File: src/rtl/fifo_enq_arbiter.sv
// fifo_enq_arbiter: round-robin arbiter sharing one FIFO enqueue port among M producers.
// Define FIFO_ARB_BURST_EN to let a winner keep the port for up to BURST consecutive words.

module fifo_enq_arb_lane #(
    parameter int N = 4
) (
    input  logic         gnt,
    input  logic [N-1:0] data,
    output logic [N-1:0] word
);
    assign word = gnt ? data : '0;
endmodule

module fifo_enq_arbiter #(
    parameter int N     = 4,
    parameter int M     = 4,
    parameter int BURST = 2
) (
    input  logic                 clk,
    input  logic                 rst_n,
    input  logic [M-1:0]         req,
    input  logic [M*N-1:0]       req_data,
    output logic [M-1:0]         gnt,
    input  logic                 full,
    output logic                 we,
    output logic [N-1:0]         wdata,
    output logic                 busy,
    output logic [$clog2(M)-1:0] owner
);
    localparam int PW = $clog2(M);

`ifdef FIFO_ARB_BURST_EN
    localparam bit HOLD_EN = (BURST > 1);
`else
    localparam bit HOLD_EN = 1'b0 && (BURST > 1);
`endif

    logic [PW-1:0]         ptr;
    logic [PW-1:0]         own;
    logic                  hold_mode;
    logic                  hold_req;
    logic [PW-1:0]         start;
    logic                  found;
    logic [PW-1:0]         win;
    logic [M-1:0][N-1:0]   lane_word;

    function automatic logic [PW-1:0] nxt(input logic [PW-1:0] i);
        return PW'((int'(i) + 1) % M);
    endfunction

    assign hold_req = hold_mode && req[own];
    assign start    = hold_mode ? nxt(own) : ptr;

    // First requester at or after start, wrapping modulo M (M need not be a power of two).
    always_comb begin
        found = 1'b0;
        win   = '0;
        for (int k = 0; k < M; k++) begin
            if (!found && req[(int'(start) + k) % M]) begin
                found = 1'b1;
                win   = PW'((int'(start) + k) % M);
            end
        end
    end

    always_comb begin
        gnt = '0;
        if (rst_n && !full) begin
            if (hold_req)
                gnt[own] = 1'b1;
            else if (found)
                gnt[win] = 1'b1;
        end
    end

    assign we = |gnt;

    for (genvar i = 0; i < M; i++) begin : g_lane
        fifo_enq_arb_lane #(.N(N)) u_lane (
            .gnt  (gnt[i]),
            .data (req_data[i*N +: N]),
            .word (lane_word[i])
        );
    end

    always_comb begin
        wdata = '0;
        for (int i = 0; i < M; i++)
            wdata = wdata | lane_word[i];
    end

    assign owner = own;

`ifdef FIFO_ARB_BURST_EN
    localparam int CW = $clog2(BURST + 1);

    typedef enum logic {IDLE, HOLD} st_t;

    st_t           st;
    logic [CW-1:0] cnt;

    assign hold_mode = (st == HOLD);
    assign busy      = (st == HOLD);

    always_ff @(posedge clk or negedge rst_n) begin
        if (!rst_n) begin
            st  <= IDLE;
            ptr <= '0;
            own <= '0;
            cnt <= '0;
        end else if (hold_req) begin
            // Owner still requesting: a full FIFO freezes the burst in place.
            if (!full) begin
                if (int'(cnt) + 1 == BURST) begin
                    st  <= IDLE;
                    ptr <= nxt(own);
                    cnt <= '0;
                end else begin
                    cnt <= cnt + 1'b1;
                end
            end
        end else if (found) begin
            if (!full) begin
                own <= win;
                if (HOLD_EN) begin
                    st  <= HOLD;
                    cnt <= CW'(1);
                end else begin
                    st  <= IDLE;
                    ptr <= nxt(win);
                end
            end
        end else if (st == HOLD) begin
            st  <= IDLE;
            ptr <= nxt(own);
            cnt <= '0;
        end
    end
`else
    assign hold_mode = 1'b0;
    assign busy      = HOLD_EN;

    always_ff @(posedge clk or negedge rst_n) begin
        if (!rst_n) begin
            ptr <= '0;
            own <= '0;
        end else if (found && !full) begin
            ptr <= nxt(win);
            own <= win;
        end
    end
`endif

endmodule

File: config.mk
export PLATFORM = sky130hd
export DESIGN_NAME = fifo_enq_arbiter
export DESIGN_NICKNAME = d
export VERILOG_FILES = /design/src/rtl/fifo_enq_arbiter.sv
export SDC_FILE = /design/constraint.sdc
export NUM_CORES = 1
export LEC_CHECK = 0
export CORE_UTILIZATION = 36
export CTS_CLUSTER_SIZE = 16
export DETAILED_ROUTE_END_ITERATION = 6
export GPL_TIMING_DRIVEN = 0
export MAX_ROUTING_LAYER = met4
export PLACE_DENSITY = 0.84
export RECOVER_POWER = 100
export SLEW_MARGIN = 20
export SYNTH_ARGS = -nofsm -noshare
export SYNTH_HDL_FRONTEND = slang
export SYNTH_SLANG_ARGS = --single-unit
File: constraint.sdc
create_clock -name clk -period 3.8 [get_ports clk]
set_clock_uncertainty 0.15 [all_clocks]
set_input_delay 0.38 -clock clk [delete_from_list [all_inputs] [get_ports clk]]
set_output_delay 0.38 -clock clk [all_outputs]
set_load 0.02 [all_outputs]
After elaboration in Yosys (flattened, before gate mapping) --
Index checks and enable logic that the tools add are counted.
Storage, ports and cells: input port bits 23, register bits after elaboration 4, output and inout bits 12, word-level logic and storage cells 59
Operators by class: order comparisons 6, reductions and logical operators 14, multiplexer cells 27, bitwise operators 6, add/sub/neg operators 4
Operators with widths (count):
- $mux W4 | 6
- $lt A3 B4 Y1 const B | 3
- $mux W1 | 12
- $or A4 B4 Y4 | 3
- $bmux W1 S2 | 4
- $mux W2 | 4
- $logic_and A1 B1 Y1 | 6
- $lt A2 B3 Y1 const B | 2
- $reduce_or A2 Y1 | 3
- $add A2 B1 Y2 const B | 2
- $add A2 B2 Y2 const B | 2
- $logic_not A1 Y1 | 4
- $reduce_or A4 Y1 | 1
- $and A1 B1 Y1 const A | 3
- $demux W1 S2 | 1
- $ge A2 B1 Y1 const B | 1

Logic depth before layout (Yosys ltp) --
word-level depth 24, mapped depth 6, gate-level depth less buffers 6

Hierarchy --
From an unflattened synthesis, not the netlist that was laid out.
Second synthesis, totals: cell total of the unflattened synthesis 60, area, all modules 511.7 um2
Modules (own cells, without submodules):
- fifo_enq_arbiter | sequential area each 100.1 um2, cells an instance 44, area each 411.6 um2, instances 1
- fifo_enq_arb_lane | sequential area each 0.0 um2, cells an instance 4, area each 25.0 um2, instances 4

Least setup slack after synthesis --
Ideal clock, no wire load.
kind register to output, start reg ptr[1], end out wdata[2], path buffers 0, cell stages (with the launch flop) 7, data required time 3.270 ns, path slack 1.638 ns, arrival 1.632 ns, cell sequence dfrtp_1 nand2b_1 a21oi_1 or2_2 ha_1 a22oi_1 a21oi_1
On the way: word-level cells in the longest chain between the ends 22, elaborated cells on any way between the ends 42, classes of those cells add/sub (3); order compare (2); mux (27); bitwise (3); reduce/logical (7)
Ends and longest elaborated chain:
- from (decl) | line 38 | logic [PW-1:0] ptr;
- from (signal assigned) | line 148 | ptr <= nxt(win);
- $add A2 B1 Y2 or $bmux W1 S2 (tied branches) | line 59, 61
- $bmux W1 S2 or $mux W1 (tied branches) | line 59 | if (!found && req[(int'(start) + k) % M]) begin
- $mux W1 (not written as such) | line 59
- $mux W1 (not written as such) or $logic_not A1 Y1 (tied branches) | line 59
- $logic_and A1 B1 Y1 | line 59
- $mux W1 | line 59
- $logic_not A1 Y1 | line 59
- $logic_and A1 B1 Y1 | line 59
- [... 5 more ...]
- $logic_and A1 B1 Y1 (not written as such) | line 72 | gnt[win] = 1'b1;
- $mux W1 (not written as such) | line 72
- $demux W1 S2 | line 72
- $mux W4 * | line 71 | else if (found)
- $mux W4 * | line 68 | if (rst_n && !full) begin
- $mux W4 | line 11 | assign word = gnt ? data : '0;
- $or A4 B4 Y4 (2 in a row) | line 89 | wdata = wdata | lane_word[i];
- $or A4 B4 Y4 * | line 89
- to (decl) | line 26 | output logic [N-1:0] wdata,
Every way passes the cells marked *; elsewhere a longest branch is shown, timed or not. The select of a mux whose other input is x is not followed.

Worst setup path in the final report --
start in req[3], end out wdata[0]
On the way: word-level cells in the longest chain between the ends 22, elaborated cells on any way between the ends 39, classes of those cells order compare (2); mux (27); bitwise (3); reduce/logical (7)
Ends and longest elaborated chain:
- from (decl) | line 21 | input logic [M-1:0] req,
- $bmux W1 S2 | line 59
- $mux W1 (not written as such) | line 59
- $mux W1 | line 59
- $logic_not A1 Y1 | line 59
- $logic_and A1 B1 Y1 | line 59
- $mux W1 | line 59
- $logic_not A1 Y1 | line 59
- $logic_and A1 B1 Y1 | line 59
- [... 5 more ...]
- $logic_and A1 B1 Y1 (not written as such) | line 72
- $mux W1 (not written as such) | line 72
- $demux W1 S2 | line 72
- $mux W4 * | line 71
- $mux W4 * | line 68
- $mux W4 | line 11
- $or A4 B4 Y4 (2 in a row) | line 89
- $or A4 B4 Y4 * | line 89
Marked as above.

==> results.py <==
metrics = {
    "min_path": {
        "hp-class": "input pin to asynchronous set/reset pin",
    },
    "worst_setup_path": {
        "startpoint_type": "input pin",
        "cp_max_fo": 6,
        "cp-startpoint": "req[3]",
        "crit_path_end_kind": "primary output",
        "crit_top_cell": "dlygate4sd3_1",
        "crit_buf_inv": 2,
        "reg2reg_from": "ptr[1]",
        "crit_path_cell_trace": "dlygate4sd3_1, nand2b_1, a21boi_0, or3_1, ha_1, a22oi_1, a21oi_1, dlygate4sd3_1",
        "crit_family": "buffers and inverters",
        "path_class": "input pin to primary output",
        "cp.required_ns": 3.27,
        "critPathMaxStageDelay_ns": 0.65,
        "reg2reg_slack_ns": 2.04,
        "critPathArrivalTime_ns": 2.90,
        "crit_slowest_cell": "dlygate4sd3_1",
    },
    "cells_and_area": {
        "area.growth.synth_to_final_pct": 76.1,
        "diodes": 0,
        "multi_input_area_sq_um": 337,
        "regArea_sq_um": 100,
        "fillers": 113,
        "fin_nets": 126,
        "final_cell_mix": "clkdlybuf4s50_1 (20), dlygate4sd3_1 (13), a22oi_1 (8)",
        "fin_cells": 111,
        "layout_commonest_cell": "clkdlybuf4s50_1",
        "drive_gt1_share_pct": 9.28,
    },
    "synthesis": {
        "synthAdderAreaFrac_pct": 10.4,
        "synthMuxAreaShare_pct": 2.08,
        "synth-compound-area-share_pct": 33.8,
        "netlist_instances": 61,
        "syn_nets": 88,
        "synthSimpleGateAreaFrac_pct": 23.6,
        "yosys_warnings": 0,
        "synth_top_family_by_area": "compound AO/OA/AOI/OAI gates",
        "netlist.top_cell.by_area": "dfrtp_1",
        "synth_area_sq_um": 482,
        "yosys_register_bits": 4,
        "synth-xor-area-share_pct": 0,
        "synthTopCellsByArea": "dfrtp_1 (21%), a22oi_1 (12%), ha_1 (10%)",
        "synth_cell_types": 25,
        "yosys.area.top_type_share_pct": 20.8,
        "synth.avg_cell_area_sq_um": 7.90,
        "ys_seq_area_share_pct": 20.8,
    },
    "power_and_ir_drop": {
        "finalPower_uw": 303,
        "pwr_density_cell_nw_per_um2": 357,
        "ir_drop_mv": 0.264,
        "p_leak_nw": 0.384,
    },
    "drt": {
        "wl_per_cell_um": 12.8,
        "via_count": 612,
        "highest_layer": "met3",
        "met2_length_um": 681,
        "vias_per_cell": 5.51,
        "dr.pass1.iters": 2,
        "met3_length_um": 218,
        "ant_nets": 0,
        "drt_wl_total_mm": 1.42,
        "drc": 0,
        "m1WireLength_um": 520,
        "drt_iter0_drc": 5,
    },
    "run": {
        "drv_cap": 0,
    },
    "timing": {
        "setup_viol": 0,
        "tns_ns": 0,
        "max_clock_freq_mhz": 291,
        "hold_slack_ns": 0.328,
        "hold_viol": 0,
        "slew_headroom_pct": 65.3,
        "period_share_pct": 90.4,
        "slew_viol_final": 0,
        "tightest_slew_ns": 0.515,
        "fin_crit_ns": 3.43,
        "rsz0062_at_grt": "no",
    },
    "clocking": {
        "cts_made_buffers": 3,
        "clk_pin_slew_worst_paths_ns": 0.04,
        "cts_buffer_depth": 2,
        "clk_latency_ns": 0.22,
        "clock-root-buffer": "clkbuf_4",
        "cts_num_sinks": 4,
        "cts_tree": "built",
        "ctsHoldBuffers": 0,
        "cts_setup_buffers": 0,
        "cts-resized-gates": 0,
        "cts_max_level": 1,
    },
    "grt": {
        "antenna_found_initial": 0,
        "gr-usage-all-layers_pct": 21.5,
        "grt_pass1_wl_mm": 2.18,
        "overflow": 0,
        "grt_max_degree": 10,
        "grt_pass1_vias": 559,
    },
    "floorplanning": {
        "fp.dieH_um": 38.6,
        "coreArea_sq_um": 1170,
        "io_pins": 35,
        "die_x_um": 38.6,
        "dieArea_sq_um": 1490,
        "start_util_pct": 41.1,
        "row_count": 12,
    },
    "placement": {
        "hpwl_mm": 1.15,
        "place_inst": 108,
        "gp_congestion": 0.770,
        "io_buffers": 33,
    },
    "status": {
        "status": "finished, final reports clean",
    },
}
state kept, by name, indices dropped and copies added (netlist names):
| register | count |
|---|---|
| ptr | 2 |
| owner | 2 |
Yosys cell counts, drive strengths merged:
library cell  n
conb          1
o2bb2ai       2
and3          4
nor3          1
o21ai         4
or3           1
a21o          1
o31a          1
ha            4
o41ai         1
mux2i         1
a21boi        1
a22oi         8
a21oi         5
nor2          5
nand2b        2
nand3         1
nor4          2
or4           1
nand2         3
dfrtp         4
or2           1
o31ai         1
inv           1
buf           5
where the power goes:
group | leakage, nW | internal (mW) | switching, mW
sequential | 0.0479 | 0.0550 | 0.0134
clock | 0.0138 | 0.0352 | 0.0151
combinational | 0.322 | 0.0925 | 0.0921
cells by family after synthesis:
| family | count (synthesis) |
|---|---|
| buf+inv | 6 |
| simple gates | 21 |
| compound gates | 24 |
| mux | 1 |
| flops | 4 |
| other cells | 1 |
| fa+ha+maj | 4 |
final cells by class:
class | instances | area share [%]
repair buffers | 33 | 38.9
well taps | 14 | 2.06
multi-input cells | 51 | 39.7
flip-flops and latches | 4 | 11.8
inverters | 1 | 0.442
plain buffers | 5 | 4.42
clock buffers | 3 | 2.65
path summary, 6_finish.rpt:
path                       endpoint  depth (start not counted)
hold / removal             owner[1]                          1
hold reg to reg            owner[0]                          2
max in group asynchronous    ptr[0]                          1
setup reg to reg             ptr[1]                          5
min in group clk           owner[0]                          2
setup / recovery           wdata[0]                          8
routing by layer:
metal / track usage, % / vias up
met4: 12.1 / 0
li1: - / 302
met3: 10.4 / 0
met2: 38.3 / 39
met5: - / -
met1: 18.0 / 271
per-stage QoR:
stage,area (sq um),util [%],worst slack [ns]
2_1_floorplan,482,-,1.64
3_3_place_gp,830,70.8,0.563
3_5_place_dp,830,70.8,0.510
4_1_cts,852,72.8,0.507
5_1_grt,848,72.4,0.187
6_report,848,72.4,0.366
Power figures use the tool's default switching activity.
